$ cat src/rtl/mux_scan_pkg.sv
// Shared types and sizing for the mux scan controller.
// Holds the FSM state type, default channel geometry and the wait-counter width helper.
package mux_scan_pkg;

   typedef enum logic [0:0] {
      IDLE = 1'b0,
      SCAN = 1'b1
   } state_t;

   localparam int N_CH_DEF  = 8;
   localparam int SEL_W_DEF = 3;

   // Counter must reach MUX_LAT; a zero-latency mux still gets a 1-bit counter.
   function automatic int cnt_width(input int lat);
      return (lat < 1) ? 1 : $clog2(lat + 1);
   endfunction

endpackage

$ cat src/rtl/mux_scan_next_ch.sv
// Next-enabled-channel finder: lowest set mask bit strictly above cur (signed, -1 = first).
// Purely combinational, zero latency, no flow control.
module mux_scan_next_ch
   import mux_scan_pkg::*;
#(
   parameter int N_CH  = N_CH_DEF,
   parameter int SEL_W = SEL_W_DEF
) (
   input  logic [N_CH-1:0]  mask,
   input  logic [SEL_W:0]   cur,
   output logic [SEL_W-1:0] next_ch,
   output logic             found
);

   int cur_i;

   always_comb begin
      cur_i   = int'($signed(cur));
      next_ch = '0;
      found   = 1'b0;
      // Descending walk so the lowest qualifying channel wins.
      for (int i = N_CH - 1; i >= 0; i--) begin
         if (mask[i] && (i > cur_i)) begin
            next_ch = SEL_W'(i);
            found   = 1'b1;
         end
      end
   end

endmodule

$ cat src/rtl/mux_scan_ctrl.sv
// Scans enabled mux channels in ascending order and assembles the sampled bits into a word.
// Latency n*(MUX_LAT+1) edges from accepted start to one-cycle valid; start ignored while busy.
module mux_scan_ctrl
   import mux_scan_pkg::*;
#(
   parameter int N_CH    = N_CH_DEF,
   parameter int SEL_W   = SEL_W_DEF,
   parameter int MUX_LAT = 1
) (
   input  logic             clk,
   input  logic             rst,
   input  logic             start,
   input  logic [N_CH-1:0]  chan_mask,
   input  logic             mux_out,
   output logic [SEL_W-1:0] sel,
   output logic             busy,
   output logic [N_CH-1:0]  data,
   output logic             valid
);

   localparam int               CNT_W    = cnt_width(MUX_LAT);
   localparam logic [CNT_W-1:0] CNT_LAST = CNT_W'(MUX_LAT);

   state_t           state;
   logic [CNT_W-1:0] cnt;
   logic [N_CH-1:0]  mask_q;
   logic [SEL_W-1:0] first_ch;
   logic [SEL_W-1:0] next_ch;
   logic             first_found;
   logic             next_found;

   // First channel is looked up from the live mask so sel is correct on the accept edge.
   mux_scan_next_ch #(.N_CH(N_CH), .SEL_W(SEL_W)) u_first (
      .mask    (chan_mask),
      .cur     ({(SEL_W + 1){1'b1}}),
      .next_ch (first_ch),
      .found   (first_found)
   );

   mux_scan_next_ch #(.N_CH(N_CH), .SEL_W(SEL_W)) u_next (
      .mask    (mask_q),
      .cur     ({1'b0, sel}),
      .next_ch (next_ch),
      .found   (next_found)
   );

   assign busy = (state == SCAN);

   always_ff @(posedge clk or posedge rst) begin
      if (rst) begin
         state  <= IDLE;
         sel    <= '0;
         cnt    <= '0;
         mask_q <= '0;
         data   <= '0;
         valid  <= 1'b0;
      end else begin
         valid <= 1'b0;
         case (state)
            IDLE: begin
               if (start) begin
                  mask_q <= chan_mask;
                  data   <= '0;
                  cnt    <= '0;
                  if (first_found) begin
                     state <= SCAN;
                     sel   <= first_ch;
                  end else begin
                     valid <= 1'b1;
                  end
               end
            end
            SCAN: begin
               if (cnt == CNT_LAST) begin
                  data[sel] <= mux_out;
                  cnt       <= '0;
                  if (next_found) begin
                     sel <= next_ch;
                  end else begin
                     state <= IDLE;
                     valid <= 1'b1;
                  end
               end else begin
                  cnt <= cnt + 1'b1;
               end
            end
            default: state <= IDLE;
         endcase
      end
   end

endmodule

$ cat config.mk
export PLATFORM = sky130hd
export DESIGN_NAME = mux_scan_ctrl
export DESIGN_NICKNAME = d
export VERILOG_FILES = /design/src/rtl/mux_scan_pkg.sv /design/src/rtl/mux_scan_next_ch.sv /design/src/rtl/mux_scan_ctrl.sv
export SDC_FILE = /design/constraint.sdc
export NUM_CORES = 1
export LEC_CHECK = 0
export ABC_AREA = 1
export CORE_MARGIN = 3
export CORE_UTILIZATION = 47
export DETAILED_ROUTE_END_ITERATION = 8
export PLACE_DENSITY = 0.83
export RECOVER_POWER = 50
export SLEW_MARGIN = 20
export SYNTH_ARGS = -nofsm -noshare
export SYNTH_HDL_FRONTEND = slang
export SYNTH_HIERARCHICAL = 1
export SYNTH_SLANG_ARGS = --single-unit
$ cat constraint.sdc
create_clock -name clk -period 1.6 [get_ports clk]
set_input_delay 0.16 -clock clk [delete_from_list [all_inputs] [get_ports clk]]
set_output_delay 0.16 -clock clk [all_outputs]
set_load 0.01 [all_outputs]
==> flow_results.org <==
** Route
- For this block, the routed nets add up to 3136 µm of wire.
- In the final routed layout, each cell accounts on average for 10.89 µm.
- Via count :: 1386
- Post-route DRC violation count :: 0
- First-pass iteration count of the detailed router :: 4
- In this run, the number of DRC markers left after iteration 0 of detailed routing was 74.
- The detail route stage leaves a number of antenna-violating nets equal to 0.
- In the routed layout, each cell is associated on average with a via count of 4.813.

** Global route
- Vias in the first global route :: 1292
- Antenna violations before repair :: 0
- Total global-route track usage :: 18.80%
- Overflow after GRT :: 0
- Entering global routing, the biggest net connects 23 pins.
- Global-route wire length before repair :: 5395 µm

** Die
- Die width :: 61.26 µm
- Total Die Area :: 3753 µm²
- Height of the chip :: 61.26 µm
- Std-Cell Rows :: 19
- Io pins :: 25
- Core area :: 2829 µm²
- For this configuration, the core starts out at a cell density of 50.73%.

** Placement
- Post-DP HPWL :: 2361 µm
- The count of buffers added on input and output ports is 24.
- Placer Congestion :: 0.8200

** Power
- Combinational logic is responsible for 55.3% of the overall power.
- Reported leakage power :: 1.042 nW
- Power density normalized to cell area :: 1610 nW/µm²
- Internal power comes to 0.001780 W.
- Net switching is 42.39% of the power.
- Total power consumption of the routed design :: 0.003090 W
- Of the total power, registers draw 30.8%.
- Switching power :: 0.001310 W
- The clock network is responsible for 13.9% of the overall power.
- Largest voltage drop on the vdd net :: 0.0006245 V

** Critical path
- The worst setup path is launched from a register.
- Top cell family by delay on the critical path :: simple AND/OR/NAND/NOR gates
- Ordered list of cells on the worst path :: nand2_1, inv_1, nand2_2, a22o_4, nor2_4, nand4_4, nand2_2, o21ai_2, nand2_2, nand2_1, nand2_1
- In this design, the stage delay of the slowest critical-path cell is 430 ps.
- Endpoint type of the worst setup path :: register
- CP Max Fanout :: 5
- Worst setup path category :: register to register
- Data on the critical path is required at its endpoint by 1870 ps.
- Signal arrival time at the worst endpoint :: 1780 ps
- Worst path bufs/invs :: 1
- Cell type of the slowest stage on the worst timing path :: sky130_fd_sc_hd__dfrtp_1

** CTS
- Clk buf depth :: 2
- After clock tree synthesis, the clock-pin slew on the worst setup and hold paths is 130 ps.
- For this design, the CTS-stage hold fixing added 0 buffers.
- Clock tree from TritonCTS :: done
- Root Driver :: sky130_fd_sc_hd__clkbuf_4
- The clock reaches the later pin of the worst-skew pair after 320 ps.
- In this run the number of H-tree levels came out at 1.
- In this run, CTS created clock tree buffers numbering 3.
- Sinks on Clock Net :: 22

** Finish
- The filler cells instantiated in the layout total 234.
- Antenna diode instance count :: 0
- The area growth from synthesis to layout is 33.74%.
- For this run, the post-layout net count is 270.
- The post-route netlist has 17.12% of its cells at a drive strength greater than 1.

** Timing
- Between clock sinks in the finished design, the worst skew comes to 12.92 ps.
- Unrepaired setup endpoints after global routing :: true
- Derived from the worst setup path, the maximum achievable clock frequency is 662.2 MHz.
- In this run the tightest slew margin relative to its limit is 22.70%.
- The routed design could run at a clock period as short as 1510 ps.
- Hold is met by 416.2 ps.
- The worst path uses 94.38% of the clock period.
- At the pin with the least slew margin, the transition time is 1160 ps.
- Hold Violations, Final :: 0
- Total count of max-transition violations in the final report :: 0
- Setup violations remaining at the end of the flow were counted as 0.
- Summed over all failing endpoints, the final setup total negative slack is 0 ps.

** Yosys
- Of all flip-flops after synthesis, the portion carrying an async set or reset was 100.0%.
- The mapped netlist covers 1435 µm².
- Cell with the most instances after synthesis :: sky130_fd_sc_hd__nand2_1
- The synthesized design contains 0 enable-type register cells.
- Yosys printed 6 warnings.
- Among all flip-flop cells after synthesis, the most frequent one is sky130_fd_sc_hd__dfrtp_1.
- Top area cells in the synthesized netlist :: sky130_fd_sc_hd__dfrtp_1 38%, sky130_fd_sc_hd__nand2_1 21%, sky130_fd_sc_hd__nand3_1 12%
- Number of unique standard cell types used by synthesis :: 25
- Synthesis produced a netlist whose cell count is 204.
- Post-synthesis register bit count :: 22
- After synthesis, the most frequently instantiated cells are 82 x sky130_fd_sc_hd__nand2_1, 34 x sky130_fd_sc_hd__nand3_1, 22 x sky130_fd_sc_hd__dfrtp_1.
- The top cell type by area accounts for 38.36% of the synthesized area.
- Proportion of synthesized chip area in sequential cells :: 38.36%
- The average instance in the mapped netlist occupies 7.035 µm².
- Summed over all instances, the cell type with the most area after synthesis is sky130_fd_sc_hd__dfrtp_1.

** Run
- Max-cap violations in this run came to 0.

** Outcome
- The run finished with clean final reports.

** Min path
- Worst min-delay path class :: primary input to register
-- state kept, by name, summed over array words and instances, names as in the netlist --
| name | flops |
|---|---|
| busy | 1 |
| cnt | 1 |
| data | 8 |
| mask_q | 8 |
| sel | 3 |
| valid | 1 |
-- metal layers --
layer | global-route usage (%) | vias up | part of all wire (%)
li1 | - | 738 | -
met1 | 23.48 | 620 | 45
met2 | 33.99 | 26 | 51
met3 | 2.096 | 2 | 2.7
met4 | 5.263 | 0 | 0.80
met5 | 0 | - | 0
-- area by class of cell --
type	instances	area (µm²)	share of cell area, %
multi-input combinational	175	867.1	45.18
timing repair buffer	36	330.3	17.21
sequential	22	553.0	28.81
inverter	20	77.57	4.042
tap	31	38.79	2.021
clock buffer	3	22.52	1.173
clock inverter	1	30.03	1.565
-- path summary, 6_finish.rpt --
kind                                        from                    end  slack [ps]  cells after the start
max                           sel[1]$_DFFE_PP0P_     sel[2]$_DFFE_PP0P_          90                     11
min                                 chan_mask[0]  mask_q[0]$_DFFE_PP0P_         420                      3
max reg2reg                   sel[1]$_DFFE_PP0P_     sel[2]$_DFFE_PP0P_          90                     11
min reg2reg                mask_q[2]$_DFFE_PP0P_  mask_q[2]$_DFFE_PP0P_         490                      2
max in group asynchronous                    rst         busy$_DFF_PP0_         340                      3
min in group asynchronous                    rst    data[3]$_DFFE_PP0P_         490                      3
-- metrics by stage --
stage / worst slack (ps) / std cells / area, µm² / utilization [%]
finish: 89.87 / 288 / 1919 / 67.85
global route: -47.51 / 288 / 1919 / 67.85
CTS: 6.563 / 287 / 1886 / 66.65
detailed placement: -40.06 / 283 / 1829 / 64.66
global placement: -0.7475 / 283 / 1829 / 64.66
floorplan: 1.317 / 221 / 1499 / -
-- cells by family after synthesis --
| group | share of synthesized area, % |
|---|---|
| buffers and inverters | 7.585 |
| other | 0.5233 |
| DFF | 38.36 |
| AOI/OAI and AO/OA | 8.282 |
| and+or+nand+nor | 45.25 |
-- timing repair --
action | in CTS | in global routing
setup buffers | 0 | 1
resized for setup | 6 | 7
pin swaps | 0 | 1
hold endpoints to repair | 0 | 0
endpoints found under the setup margin | 7 | 6
-- cells in the final DEF, fill, tap and decap left out, types with 2 or more instances in the layout --
master | Yosys | layout
sky130_fd_sc_hd__a21oi_1 | 7 | 7
sky130_fd_sc_hd__buf_4 | 2 | 10
sky130_fd_sc_hd__clkbuf_4 | 0 | 3
sky130_fd_sc_hd__clkdlybuf4s50_1 | 0 | 21
sky130_fd_sc_hd__conb_1 | 2 | 19
sky130_fd_sc_hd__dfrtp_1 | 22 | 20
sky130_fd_sc_hd__dfrtp_2 | 0 | 2
sky130_fd_sc_hd__dlygate4sd2_1 | 0 | 2
sky130_fd_sc_hd__inv_1 | 14 | 14
sky130_fd_sc_hd__inv_2 | 5 | 5
sky130_fd_sc_hd__nand2_1 | 82 | 79
sky130_fd_sc_hd__nand2_2 | 1 | 4
sky130_fd_sc_hd__nand2_4 | 2 | 2
sky130_fd_sc_hd__nand3_1 | 34 | 34
sky130_fd_sc_hd__nor2_1 | 6 | 6
sky130_fd_sc_hd__nor2_2 | 2 | 2
sky130_fd_sc_hd__nor2_4 | 4 | 4
sky130_fd_sc_hd__nor3b_2 | 2 | 2
sky130_fd_sc_hd__o21a_1 | 2 | 2
sky130_fd_sc_hd__o21ai_0 | 4 | 3
sky130_fd_sc_hd__o21ai_2 | 2 | 3
sky130_fd_sc_hd__or2_1 | 2 | 2
-- power groups by stage --
stage	Clock [W]	Combinational (W)	Sequential (W)
after floorplan	0	0.00101	0.00104
after global routing	0.000460	0.00193	0.000988
after global placement	0	0.00155	0.000977
after CTS	0.000436	0.00160	0.000976
final	0.000429	0.00171	0.000953
after detailed placement	0	0.00160	0.000983
-- worst min-delay path: cells and delay by family --
kind / cells / cell delay, ps
buf+inv: 1 / 420
simple gates: 2 / 130
No activity file was read; power rests on OpenSTA's default activity.
